[src/rtl/wordcell_arbiter_ctrl.sv]
// +--------------------------------------------------------------------------+
// | Module  : wordcell_arbiter_ctrl                                          |
// | Brief   : Round-robin two-port arbiter and setup/access/hold sequencer   |
// |           for a bank of 8-bit NAND-latch wordcells.                      |
// | Rev     : 1.0  initial release                                           |
// +--------------------------------------------------------------------------+
`default_nettype none

module wordcell_arbiter_ctrl #(
    parameter int WORDS         = 4,
    parameter int ADDR_W        = 2,
    parameter int ACCESS_CYCLES = 2
) (
    input  logic              clk,
    input  logic              rst,
    input  logic              a_req,
    input  logic              a_we,
    input  logic [ADDR_W-1:0] a_addr,
    input  logic [7:0]        a_wdata,
    output logic              a_ack,
    input  logic              b_req,
    input  logic              b_we,
    input  logic [ADDR_W-1:0] b_addr,
    input  logic [7:0]        b_wdata,
    output logic              b_ack,
    output logic [7:0]        rdata,
    output logic              err,
    output logic              busy,
    output logic              cell_op,
    output logic [WORDS-1:0]  cell_sel,
    output logic [7:0]        cell_in_bus,
    input  logic [7:0]        cell_out_bus
);

    localparam logic [1:0] c_idle   = 2'd0;
    localparam logic [1:0] c_setup  = 2'd1;
    localparam logic [1:0] c_access = 2'd2;
    localparam logic [1:0] c_hold   = 2'd3;

    localparam int unsigned   c_words    = WORDS;
    localparam int            c_cnt_w    = (ACCESS_CYCLES > 1) ? $clog2(ACCESS_CYCLES) : 1;
    localparam logic [c_cnt_w-1:0] c_cnt_load = c_cnt_w'(ACCESS_CYCLES - 1);

    logic [1:0]         r_state;
    logic [c_cnt_w-1:0] r_cnt;
    logic               r_last_grant;   // 0 = A, 1 = B
    logic               r_gnt_b;
    logic               r_we;
    logic [ADDR_W-1:0]  r_addr;
    logic               r_oor;
    logic               r_a_ack;
    logic               r_b_ack;
    logic               r_err;
    logic               r_busy;
    logic               r_cell_op;
    logic [WORDS-1:0]   r_cell_sel;
    logic [7:0]         r_cell_in_bus;
    logic [7:0]         r_rdata;

    logic               w_gnt_b;
    logic               w_we;
    logic [ADDR_W-1:0]  w_addr;
    logic [7:0]         w_wdata;
    logic               w_oor;
    logic [WORDS-1:0]   w_onehot;

    // On a tie the requester not served last time wins.
    assign w_gnt_b = b_req && (!a_req || !r_last_grant);
    assign w_we    = w_gnt_b ? b_we    : a_we;
    assign w_addr  = w_gnt_b ? b_addr  : a_addr;
    assign w_wdata = w_gnt_b ? b_wdata : a_wdata;
    assign w_oor   = (32'(w_addr) >= c_words);

    generate
        for (genvar gi = 0; gi < WORDS; gi++) begin : g_sel
            localparam logic [ADDR_W-1:0] c_idx = ADDR_W'(gi);
            assign w_onehot[gi] = !r_oor && (r_addr == c_idx);
        end
    endgenerate

    always_ff @(posedge clk) begin
        if (rst) begin
            r_state       <= c_idle;
            r_cnt         <= '0;
            r_last_grant  <= 1'b1;
            r_gnt_b       <= 1'b0;
            r_we          <= 1'b0;
            r_addr        <= '0;
            r_oor         <= 1'b0;
            r_a_ack       <= 1'b0;
            r_b_ack       <= 1'b0;
            r_err         <= 1'b0;
            r_busy        <= 1'b0;
            r_cell_op     <= 1'b1;
            r_cell_sel    <= '0;
            r_cell_in_bus <= 8'h00;
            r_rdata       <= 8'h00;
        end else begin
            r_a_ack <= 1'b0;
            r_b_ack <= 1'b0;
            r_err   <= 1'b0;
            case (r_state)
                c_idle: begin
                    if (a_req || b_req) begin
                        r_gnt_b       <= w_gnt_b;
                        r_last_grant  <= w_gnt_b;
                        r_we          <= w_we;
                        r_addr        <= w_addr;
                        r_oor         <= w_oor;
                        r_cell_op     <= ~w_we;
                        r_cell_in_bus <= w_we ? w_wdata : 8'h00;
                        r_busy        <= 1'b1;
                        r_state       <= c_setup;
                    end
                end
                c_setup: begin
                    r_cell_sel <= w_onehot;
                    r_cnt      <= c_cnt_load;
                    r_state    <= c_access;
                end
                c_access: begin
                    if (r_cnt == '0) begin
                        r_cell_sel <= '0;
                        r_rdata    <= (!r_we && !r_oor) ? cell_out_bus : 8'h00;
                        r_a_ack    <= !r_gnt_b;
                        r_b_ack    <= r_gnt_b;
                        r_err      <= r_oor;
                        r_state    <= c_hold;
                    end else begin
                        r_cnt <= r_cnt - c_cnt_w'(1);
                    end
                end
                c_hold: begin
                    // sel already dropped last edge, so op/in_bus may now change.
                    r_cell_op     <= 1'b1;
                    r_cell_in_bus <= 8'h00;
                    r_busy        <= 1'b0;
                    r_state       <= c_idle;
                end
                default: r_state <= c_idle;
            endcase
        end
    end

    assign a_ack       = r_a_ack;
    assign b_ack       = r_b_ack;
    assign rdata       = r_rdata;
    assign err         = r_err;
    assign busy        = r_busy;
    assign cell_op     = r_cell_op;
    assign cell_sel    = r_cell_sel;
    assign cell_in_bus = r_cell_in_bus;

endmodule

`default_nettype wire
[config.mk]
export PLATFORM = sky130hd
export DESIGN_NAME = wordcell_arbiter_ctrl
export DESIGN_NICKNAME = d
export VERILOG_FILES = /design/src/rtl/wordcell_arbiter_ctrl.sv
export SDC_FILE = /design/constraint.sdc
export NUM_CORES = 1
export LEC_CHECK = 0
export BUFFER_PORTS_ARGS = -buffer_cell sky130_fd_sc_hd__buf_4
export CAP_MARGIN = 40
export CORE_ASPECT_RATIO = 1.4
export CORE_MARGIN = 1
export CORE_UTILIZATION = 40
export CTS_CLUSTER_SIZE = 8
export DETAILED_ROUTE_END_ITERATION = 16
export GPL_ROUTABILITY_DRIVEN = 0
export PLACE_DENSITY = 0.79
export SETUP_SLACK_MARGIN = 0.1
export SLEW_MARGIN = 20
export SYNTH_ARGS = -nofsm -noshare
export SYNTH_HDL_FRONTEND = slang
export SYNTH_SLANG_ARGS = --single-unit
[constraint.sdc]
create_clock -name clk -period 1.46 [get_ports clk]
set_input_delay 0 -clock clk [delete_from_list [all_inputs] [get_ports clk]]
set_output_delay 0 -clock clk [all_outputs]
set_load 0.005 [all_outputs]
==> key figures <==
Critical path
  – Worst setup SP type: register
  – Critical Path RT: 1.64 ns
  – Worst R2R Setup Slack: 0.04 ns
  – FF-to-FF path depth: 5
  – CP Max Fanout: 5
  – Critical path startpoint: r_state[0]
  – CP Data Arrival Time: 1.60 ns
  – CP Capture Type: register
  – WS Path Type: register to register
  – Reg-to-Reg Start: r_state[0]
  – Reg2reg end: cell_op

Pwr
  – Switching power share of the total: 32.1%
  – Combinational fraction of design power: 40.6%
  – Clock power share: 23.6%
  – VDD IR max: 984 µV
  – Pwr dens: 1550 nW/µm²
  – Flop pwr share: 35.8%
  – Leakage: 0.956 nW
  – Internal Power: 2.36 mW
  – Power Total: 3.47 mW
  – NetSw: 1.11 mW

Worst hold path
  – Worst Hold Depth: 3
  – HP Class: primary input to register
  – Worst Hold Launch: cell_out_bus[0]
  – Hold Path Sink: rdata[0]

Logic synthesis
  – Syn nets: 200
  – Synth unique cells: 34
  – Sequential area share after synthesis: 41.7%
  – Syn_area_per_cell: 9.55 µm²
  – Yosys reg bits: 32
  – Warnings from Yosys: 0
  – Post-synthesis cell area: 1540 µm²
  – Mapped Cells: 161

Detailed routing
  – First DRT Iteration DRCs: 22
  – DRC viols: 0
  – Routed WL per cell: 13.8 µm
  – Routed vias/inst: 5.23
  – Post-route ant nets: 0
  – Via count: 1,423
  – 1st-pass router iterations: 4
  – Final WL: 3.74 mm

Timing
  – RSZ-0062 raised after global routing: true
  – Clock Skew: 0.00548 ns
  – Final setup violating endpoints: 0
  – Post-layout min period: 1.42 ns
  – Final TNS setup: 0 ns
  – Final Hold Vio Count: 0
  – Slew Viols, Final: 0
  – Final cycle utilization of the critical path: 96.9%
  – FMAX: 0.707 GHz

GRT
  – Grt peak-use layer: met2
  – Vias in the first global route: 1,316
  – First-pass GRT wire length: 5.77 mm
  – Grt met3 use: 5.99%
  – GRT Resource Usage Total: 20.3%
  – Maximum number of pins on one net before global-route repair: 27
  – Congestion Overflow GR: 0
  – Initial antenna violation count: 0
  – Met2 global-route usage: 37.0%
  – GR Util met1: 20.4%

Final layout
  – Area Growth Syn to Fin: 45.5%
  – Final #Nets: 268
  – N_diodes: 0
  – Core Util, Final: 60.9%
  – Share of layout cells above drive strength 1: 37.8%

CTS
  – Clock Pin Slew Worst Setup and Hold Paths: 0.07 ns
  – Clk sinks: 32
  – Clock latency on the worst-skew pair: 0.29 ns
  – CTS buffer count: 5
  – Clock root cell: clkbuf_8
  – TritonCTS clock tree: built
  – H-tree Lvls: 2
  – Longest Clk Path Bufs: 2

Floorplanning
  – Die area: 4100 µm²
  – Starting density of the core: 41.8%
  – Die height: 75.4 µm
  – CORE AREA: 3680 µm²
  – Die width: 54.4 µm
  – Row count: 26
  – I/O pin total: 59

Status
  – Run status: completed

Place
  – Post-DP HPWL: 2.65 mm
  – IO buf count: 57

Job
  – Max-Cap Viols: 0
==> placed cells by master, fill, tap and decap left out, drive strengths merged, types with 2 or more instances in the layout <==
cell	Yosys	routed
nand2b	3	3
nor3b	2	2
nand2	10	10
clkbuf	8	6
nor4bb	2	2
a22o	8	8
nor3	4	4
ha	5	5
buf	4	67
mux2i	11	11
a31oi	4	4
inv	3	3
dlygate4sd3	0	6
nand3b	24	24
a21oi	13	13
a211oi	5	5
nand3	2	2
nor2	9	9
dfxtp	32	32
==> state kept, by name (all words and copies together) (netlist names), 2 cells and up <==
register     flops
cell_in_bus      8
cell_sel         4
r_addr           2
r_state          2
rdata            8
==> per-stage QoR <==
step | hold WS, ns | area (µm²) | instances | setup slack (ns)
2_1_floorplan | 0.164 | 1560 | 161 | 0.0762
6_report | 0.00847 | 2240 | 272 | 0.0450
4_1_cts | 0.00150 | 2220 | 271 | 0.0479
3_3_place_gp | 0.287 | 2020 | 254 | 0.0466
3_5_place_dp | 0.293 | 2020 | 254 | 0.00150
5_1_grt | 0.0192 | 2240 | 272 | 0.00271
==> critical path, stage by stage (launching register included) <==
cell and delay (ns):
dfxtp_2 0.36, inv_2 0.07, ha_4 0.17, nor3b_4 0.17, or4_1 0.40, a2bb2oi_1 0.15
==> area by class of cell <==
type / instances / area [µm²]
clock buffers: 6 / 72.6
fillers: 324 / 1440
well taps: 42 / 52.6
clock inverters: 2 / 35.0
flip-flops and latches: 32 / 643
inverters: 3 / 11.3
repair buffers: 73 / 563
multi-input cells: 114 / 860
==> kinds of logic (layout without fill, tap and decap cells) <==
family                     count (synthesis)  after routing  share of synthesized area [%]
and+or+nand+nor                           62             62                           25.5
AOI/OAI and AO/OA                         35             35                           16.3
DFF                                       32             32                           41.7
buffers and inverters                     15             84                           5.13
muxes                                     11             11                           7.16
adders and majority gates                  5              5                           4.07
other                                      1              1                          0.244
==> synthesized netlist by cell type, drive strengths merged <==
| cell type | count | area share (%) |
|---|---|---|
| a211oi | 5 | 2.4 |
| a21boi | 1 | 1.2 |
| a21o | 1 | 0.49 |
| a21oi | 13 | 4.2 |
| a22o | 8 | 4.6 |
| a2bb2oi | 1 | 0.57 |
| a31oi | 4 | 1.6 |
| buf | 4 | 2.4 |
| clkbuf | 8 | 2.0 |
| conb | 1 | 0.24 |
| dfxtp | 32 | 42 |
| ha | 5 | 4.1 |
| inv | 3 | 0.73 |
| mux2i | 11 | 7.2 |
| nand2 | 10 | 2.4 |
| nand2b | 3 | 1.2 |
| nand3 | 2 | 0.65 |
| nand3b | 24 | 12 |
| nand4b | 1 | 0.57 |
| nor2 | 9 | 2.2 |
| nor2b | 1 | 0.41 |
| nor3 | 4 | 1.6 |
| nor3b | 2 | 1.3 |
| nor4b | 1 | 0.57 |
| nor4bb | 2 | 1.3 |
| o21a | 1 | 0.49 |
| o21ba | 1 | 0.65 |
| or2 | 1 | 0.41 |
| or3b | 1 | 0.57 |
| or4 | 1 | 0.49 |
==> metal layers <==
layer / vias to the layer above / wire length, µm / part of all wire (%)
met4: 0 / 80 / 2.1
met3: 9 / 259 / 6.9
li1: 715 / - / -
met1: 629 / 1440 / 38
met2: 70 / 1960 / 52
met5: - / 0 / 0
==> power by group through the flow <==
stage                     Clock, mW  Sequential [mW]  Combinational [mW]
after floorplan                   0             1.23               0.820
after global placement            0             1.25                1.23
after detailed placement          0             1.25                1.25
after CTS                     0.843             1.24                1.36
after global routing          0.884             1.27                1.56
final                         0.819             1.24                1.41
==> what timing repair did <==
action | CTS | global route
setup buffers | 3 | 1
pin swaps | 1 | 0
gates cloned | 0 | 0
hold buffers | 6 | 0
endpoints found under the setup margin | 19 | 31
resized for setup | 3 | 4
endpoints found under the hold margin | 6 | 0
==> how the worst max path moves through the flow <==
stage	end	slack [ns]
after CTS	cell_op	0.05
after floorplan	cell_op	0.08
final	cell_op	0.04
after detailed placement	cell_in_bus[7]	0.002
after global placement	cell_in_bus[7]	0.05
after global routing	cell_op	0.003
Power figures use the tool's default switching activity.
